File: config.mk
export PLATFORM = sky130hd
export DESIGN_NAME = ex_div_unit
export DESIGN_NICKNAME = d
export VERILOG_FILES = /design/src/rtl/ex_div_pkg.sv /design/src/rtl/ex_div_unit.sv
export SDC_FILE = /design/constraint.sdc
export NUM_CORES = 1
export LEC_CHECK = 0
export BUFFER_PORTS_ARGS = -buffer_cell sky130_fd_sc_hd__buf_2
export CELL_PAD_IN_SITES_DETAIL_PLACEMENT = 2
export CELL_PAD_IN_SITES_GLOBAL_PLACEMENT = 2
export CORE_MARGIN = 8
export CORE_UTILIZATION = 32
export CTS_CLUSTER_DIAMETER = 120
export CTS_CLUSTER_SIZE = 16
export DETAILED_ROUTE_END_ITERATION = 8
export GPL_TIMING_DRIVEN = 0
export PLACE_DENSITY = 0.82
export SETUP_SLACK_MARGIN = 0.05
export SYNTH_ARGS = -nofsm -noshare
export SYNTH_HDL_FRONTEND = slang
export SYNTH_SLANG_ARGS = --single-unit
File: constraint.sdc
create_clock -name clk -period 5.13 [get_ports clk]
set_input_delay 0.513 -clock clk [delete_from_list [all_inputs] [get_ports clk]]
set_output_delay 0.513 -clock clk [all_outputs]
set_load 0.005 [all_outputs]
File: src/rtl/ex_div_pkg.sv
// -----------------------------------------------------------------------------
// ex_div_pkg
// Shared definitions for the EX-stage multi-cycle divider: FSM state
// encoding, result/start levels, word constants and the operand-magnitude
// helper used when a division is accepted.
// -----------------------------------------------------------------------------
package ex_div_pkg;

  typedef enum logic [1:0] {
    DIV_FREE    = 2'b00,
    DIV_BY_ZERO = 2'b01,
    DIV_ON      = 2'b10,
    DIV_END     = 2'b11
  } div_state_e;

  localparam logic        DIV_RESULT_READY     = 1'b1;
  localparam logic        DIV_RESULT_NOT_READY = 1'b0;
  localparam logic        DIV_START            = 1'b1;
  localparam logic        DIV_STOP             = 1'b0;
  localparam logic [31:0] ZERO_WORD            = 32'h0000_0000;

  // Number of restoring iterations, one per quotient bit.
  localparam logic [5:0]  DIV_STEPS            = 6'd32;

  // Magnitude of an operand: two's complement only for a negative value of a
  // signed division; DIVU operands are taken as-is.
  function automatic logic [31:0] magnitude(input logic [31:0] value,
                                            input logic        is_signed);
    return (is_signed && value[31]) ? (~value + 32'd1) : value;
  endfunction

  function automatic logic [31:0] negate_if(input logic [31:0] value,
                                            input logic        negate);
    return negate ? (~value + 32'd1) : value;
  endfunction

endpackage

File: src/rtl/ex_div_unit.sv
// -----------------------------------------------------------------------------
// ex_div_unit
// Multi-cycle 32-bit restoring divider for DIV/DIVU in the EX stage. While a
// division is in flight it raises the EX stall request; on completion it
// presents {remainder, quotient} for HI/LO writeback and holds it until EX
// drops start_i.
//
// Ports
//   clk           in   system clock, rising edge
//   rst           in   asynchronous active-high reset
//   start_i       in   division request, held until ready_o is seen
//   annul_i       in   cancel current/pending division
//   signed_div_i  in   1 = DIV (two's complement), 0 = DIVU
//   opdata1_i     in   dividend, sampled on the accept edge only
//   opdata2_i     in   divisor, sampled on the accept edge only
//   result_o      out  [63:32] remainder (HI), [31:0] quotient (LO)
//   ready_o       out  result valid
//   stall_req_o   out  combinational stall request towards the pipeline
// -----------------------------------------------------------------------------
module ex_div_unit
  import ex_div_pkg::*;
(
  input  logic        clk,
  input  logic        rst,
  input  logic        start_i,
  input  logic        annul_i,
  input  logic        signed_div_i,
  input  logic [31:0] opdata1_i,
  input  logic [31:0] opdata2_i,
  output logic [63:0] result_o,
  output logic        ready_o,
  output logic        stall_req_o
);

  div_state_e  state, state_d;
  logic [5:0]  cnt, cnt_d;
  // {partial remainder, dividend/quotient}; bit 0 receives the next quotient
  // bit, so the upper 33 bits [64:32] always hold the already-shifted
  // partial remainder that the trial subtraction works on.
  logic [64:0] work, work_d;
  logic [31:0] divisor, divisor_d;
  logic        neg_quot, neg_quot_d;
  logic        neg_rem, neg_rem_d;
  logic [63:0] result_d;
  logic        ready_d;

  logic [32:0] trial;
  logic [31:0] quot_fixed;
  logic [31:0] rem_fixed;

  // A set bit 32 means the shifted partial remainder was smaller than the
  // divisor, i.e. the restoring step must discard the difference.
  assign trial       = work[64:32] - {1'b0, divisor};
  assign stall_req_o = start_i & ~ready_o & ~annul_i;

  // Quotient sign follows XOR of operand signs, remainder follows dividend.
  assign quot_fixed  = negate_if(work[31:0],  neg_quot);
  assign rem_fixed   = negate_if(work[64:33], neg_rem);

  // NOTE: every always_comb output gets its hold value first, so no path
  // through the case statement can leave a variable unassigned (no latch).
  always_comb begin
    state_d    = state;
    cnt_d      = cnt;
    work_d     = work;
    divisor_d  = divisor;
    neg_quot_d = neg_quot;
    neg_rem_d  = neg_rem;
    result_d   = result_o;
    ready_d    = ready_o;

    if (state != DIV_FREE && annul_i) begin
      // Cancellation beats every other transition; nothing partial escapes.
      state_d  = DIV_FREE;
      cnt_d    = '0;
      result_d = {ZERO_WORD, ZERO_WORD};
      ready_d  = DIV_RESULT_NOT_READY;
    end else begin
      unique case (state)
        DIV_FREE: begin
          result_d = {ZERO_WORD, ZERO_WORD};
          ready_d  = DIV_RESULT_NOT_READY;
          if (start_i == DIV_START && !annul_i) begin
            divisor_d  = magnitude(opdata2_i, signed_div_i);
            work_d     = {ZERO_WORD, magnitude(opdata1_i, signed_div_i), 1'b0};
            neg_quot_d = signed_div_i & (opdata1_i[31] ^ opdata2_i[31]);
            neg_rem_d  = signed_div_i & opdata1_i[31];
            cnt_d      = '0;
            state_d    = (opdata2_i == ZERO_WORD) ? DIV_BY_ZERO : DIV_ON;
          end
        end

        DIV_BY_ZERO: begin
          result_d = {ZERO_WORD, ZERO_WORD};
          ready_d  = DIV_RESULT_READY;
          state_d  = DIV_END;
        end

        DIV_ON: begin
          if (cnt == DIV_STEPS) begin
            result_d = {rem_fixed, quot_fixed};
            ready_d  = DIV_RESULT_READY;
            state_d  = DIV_END;
          end else begin
            work_d = trial[32] ? {work[63:0], 1'b0}
                               : {trial[31:0], work[31:0], 1'b1};
            cnt_d  = cnt + 6'd1;
          end
        end

        DIV_END: begin
          if (start_i == DIV_STOP) begin
            result_d = {ZERO_WORD, ZERO_WORD};
            ready_d  = DIV_RESULT_NOT_READY;
            state_d  = DIV_FREE;
          end
        end

        default: state_d = DIV_FREE;
      endcase
    end
  end

  // NOTE: state is updated only with non-blocking assignments so every
  // register samples the pre-edge values computed above.
  always_ff @(posedge clk or posedge rst) begin
    if (rst) begin
      state    <= DIV_FREE;
      cnt      <= '0;
      work     <= '0;
      divisor  <= ZERO_WORD;
      neg_quot <= 1'b0;
      neg_rem  <= 1'b0;
      result_o <= {ZERO_WORD, ZERO_WORD};
      ready_o  <= DIV_RESULT_NOT_READY;
    end else begin
      state    <= state_d;
      cnt      <= cnt_d;
      work     <= work_d;
      divisor  <= divisor_d;
      neg_quot <= neg_quot_d;
      neg_rem  <= neg_rem_d;
      result_o <= result_d;
      ready_o  <= ready_d;
    end
  end

endmodule

==> summary.txt <==
Power and ir drop
  • Switch Pwr: 4890 uW
  • Clock share of power: between 10 and 15%
  • Pwr/cell area: 730 mW/mm^2
  • P_int: 4610 uW
  • Pleak: around 0.0058 uW
  • Switching Fraction: about half
  • Gate power share: 58.7%
  • Worst VDD drop: 282 uV
  • Flop pwr share: between 20% and 30%

Place
  • DP Worst Slack: ~0.53 ns
  • IO buf count: 134
  • Post-Place Cells: roughly 1,900
  • Final weighted congestion in routability-driven placement: between 0.8 and 0.9
  • Detailed Place HPWL: ~33,000 um

Cells and area
  • # diodes: 0
  • FILL cells: 3,944
  • P&R area growth vs syn: 17.1%
  • Nets: 1,594
  • Non-Filler Instances: 1,951
  • Layout cells sized above 1: 13.0%

Yosys
  • Post-Syn Area per Cell: ~8.4 um^2
  • Share of the synthesized area in the top cell type: between 30 and 40%
  • Ys Warns: 0
  • Count leader, synth: nand2_1
  • Top cells by instance count after synthesis: 235 x nand2_1, 183 x o21ai_0, 172 x dfrtp_1
  • Syn Inst Count: 1,326
  • Sequential element share of the synthesized area: 38.7%
  • Yosys top cell by area: dfrtp_1
  • Syn nets: approximately 1,400
  • Post-Syn Area: 0.0111 mm^2
  • EDFF count, synth: 0
  • Largest cells by area after synthesis: dfrtp_1 39%, o21ai_0 8.2%, nand2_1 7.9%, xor2_1 7.8%, ha_1 4.6%
  • Yosys reg bits: 172
  • Primary FF master, synth: dfrtp_1
  • Post-synth ARST share: 100%
  • Yosys cell types: 58

Timing
  • Setup Skew: 0.0102 ns
  • Fin. Hold Viols: 0
  • Slew HR: 32.1%
  • RSZ-0062 raised after global routing: no
  • Post-route setup slack: 0.465 ns
  • Slew Limit Fails: 0
  • Hold slack: 0.222 ns
  • Slew @ Worst Pin: about 1 ns
  • Crit share post-route: 90.9%
  • Tmin final: between 4 and 5 ns
  • Setup TNS: 0 ns
  • Fmax: ~0.21 GHz
  • # setup viols final: 0

Floorplan
  • Die Wd: 202 um
  • # IOs: 135
  • Core area: 0.0344 mm^2
  • Full die area: roughly 0.041 mm^2
  • Die Span Y: 202 um
  • FP Rows: 68
  • Initial core utilization: 32.3%

Clocking
  • CTS Buffer Depth: 2
  • Post-cts resize count: 0
  • Post-CTS repair timing setup buffer count: 0
  • CTS tree: done
  • Worst-skew pair later-pin latency: between 0.4 and 0.5 ns
  • Root buffer cell: clkbuf_16
  • CTS clock-pin slew for the worst setup and hold paths: 0.08 ns
  • Cts bufs inserted: 17
  • Cts hold-fix bufs: 0
  • Sink Count: 172
  • H-tree depth: 4

Drt
  • Initial DRC Count: 466
  • Avg WL per Cell: 21.6 um
  • Max Used Layer: met4
  • Via count: 10,600
  • Post-Route WL: 42,100 um
  • Metal2 WL: 20,800 um
  • Vias per inst: 5.46
  • DRT met1 WL: 19,400 um
  • Drt first pass iters: 4
  • # DRC: 0
  • Antenna-violating nets left: 0
  • Met3 WL: 1040 um

GRT
  • Largest net degree at the start of global routing: 39
  • Initial antenna violation count: 0
  • First-pass GRT wire length: between 60,000 and 70,000 um
  • Total global-route track usage: 20.5%
  • Vias in the first global route: approximately 12,000
  • GR Overflow Total: 0

Job
  • MaxCap Viol Count: 0

Setup path
  • CP Max Fanout: 10
  • Crit path launch: work[35]
  • Crit path required time: 5.43 ns
  • Worst R2R Start: work[35]
  • Worst setup EP type: flip-flop
  • Critical path class: reg -> reg
  • Worst EP arrival: about 5.0 ns
  • Crit path launch type: flip-flop

Hold path
  • Hold Path Class: in -> async

Outcome
  • Outcome: finished clean
-- flip-flops by register name (all words and copies together), names as in the netlist --
name	cells
work	65
neg_rem	1
neg_quot	1
ready_o	1
cnt	6
state	2
result_o	64
divisor	32
-- layout by cell type (no fill, tap or decap), types with 7 or more instances in the layout --
master     netlist  layout
a32oi_1          7       7
o31ai_1         42      42
o211ai_1         7       7
xnor2_1         46      46
xor2_1          99      99
nor3_1           8       8
o21ai_0        183     183
o311ai_0        19      19
mux2i_1         13      13
a21o_1           8       8
buf_1            9       9
nand3_1         26      26
inv_1           57      56
dfrtp_1        172     172
nor4_1          13      13
and2_1          10      10
nor2_1          61      61
ha_1            41      41
o41ai_1         15      15
clkbuf_16        0      17
nand2b_1        13      13
nor2b_1          7       7
buf_2            0     134
or4_1           14      14
clkbuf_1        52      52
a21oi_1         96      96
nand2_1        235     235
or3_1            8       8
-- routing by layer --
layer  up-vias  track usage, %
li1       4978               -
met1      5421            26.5
met2       188            35.5
met3        58            2.55
met4         0            5.85
met5         -               0
-- logic make-up (layout without fill, tap and decap cells) --
group	Yosys count	after routing	synth area share, %
AOI/OAI and AO/OA	406	406	21.9
muxes	13	13	1.17
buffers and inverters	122	292	4.39
adders and majority gates	42	42	4.80
DFF	172	172	38.7
xor gates and xnor gates	145	145	11.4
and+or+nand+nor	426	426	17.6
-- power groups by stage --
stage	Combinational [uW]	Sequential, uW	Clock [uW]
after floorplan	3800	2360	0
after global placement	5210	2560	0
after detailed placement	5490	2620	0
after CTS	5610	2600	1330
after global routing	6160	2690	1380
final	5570	2620	1310
-- worst max-delay path, cell delays in order, from the launching register on --
cell	delay, ns
dfrtp_1	0.49
ha_1	0.41
o211ai_1	0.20
a21oi_1	0.09
o41ai_1	0.84
o21ai_0	0.28
a21oi_1	0.46
a2111oi_0	0.20
o2bb2ai_1	0.51
clkbuf_1	0.61
mux2i_1	0.30
o21ai_0	0.12
-- final timing paths --
kind,to,slack (ns),depth (start not counted)
worst max-delay path,work[47],0.46,11
worst min-delay path,result_o[53],0.22,2
worst max register to register,work[47],0.46,11
worst min register to register,result_o[59],0.48,2
max in group asynchronous,divisor[26],3.98,4
min in group clk,divisor[10],0.37,3
-- stage by stage --
| stage | power, uW | area, um^2 | utilization (%) |
|---|---|---|---|
| after floorplan | 6160 | 11100 | - |
| final | 9500 | 13000 | 37.9 |
| after detailed placement | 8110 | 12400 | 36.2 |
| after global placement | 7770 | 12400 | 36.0 |
| after CTS | 9550 | 13000 | 37.9 |
| after global routing | 10200 | 13000 | 37.9 |
-- cell type report --
cell class	count	area, um^2	area share (%)
Sequential cell	172	4300	33.1
Timing Repair Buffer	138	751	5.77
Buffer	65	274	2.10
Clock inverter	15	154	1.18
Clock buffer	17	425	3.27
Tap cell	455	569	4.37
Inverter	57	218	1.67
Multi-Input combinational cell	1032	6320	48.6
Note: power is estimated with default switching activity, not from simulation.
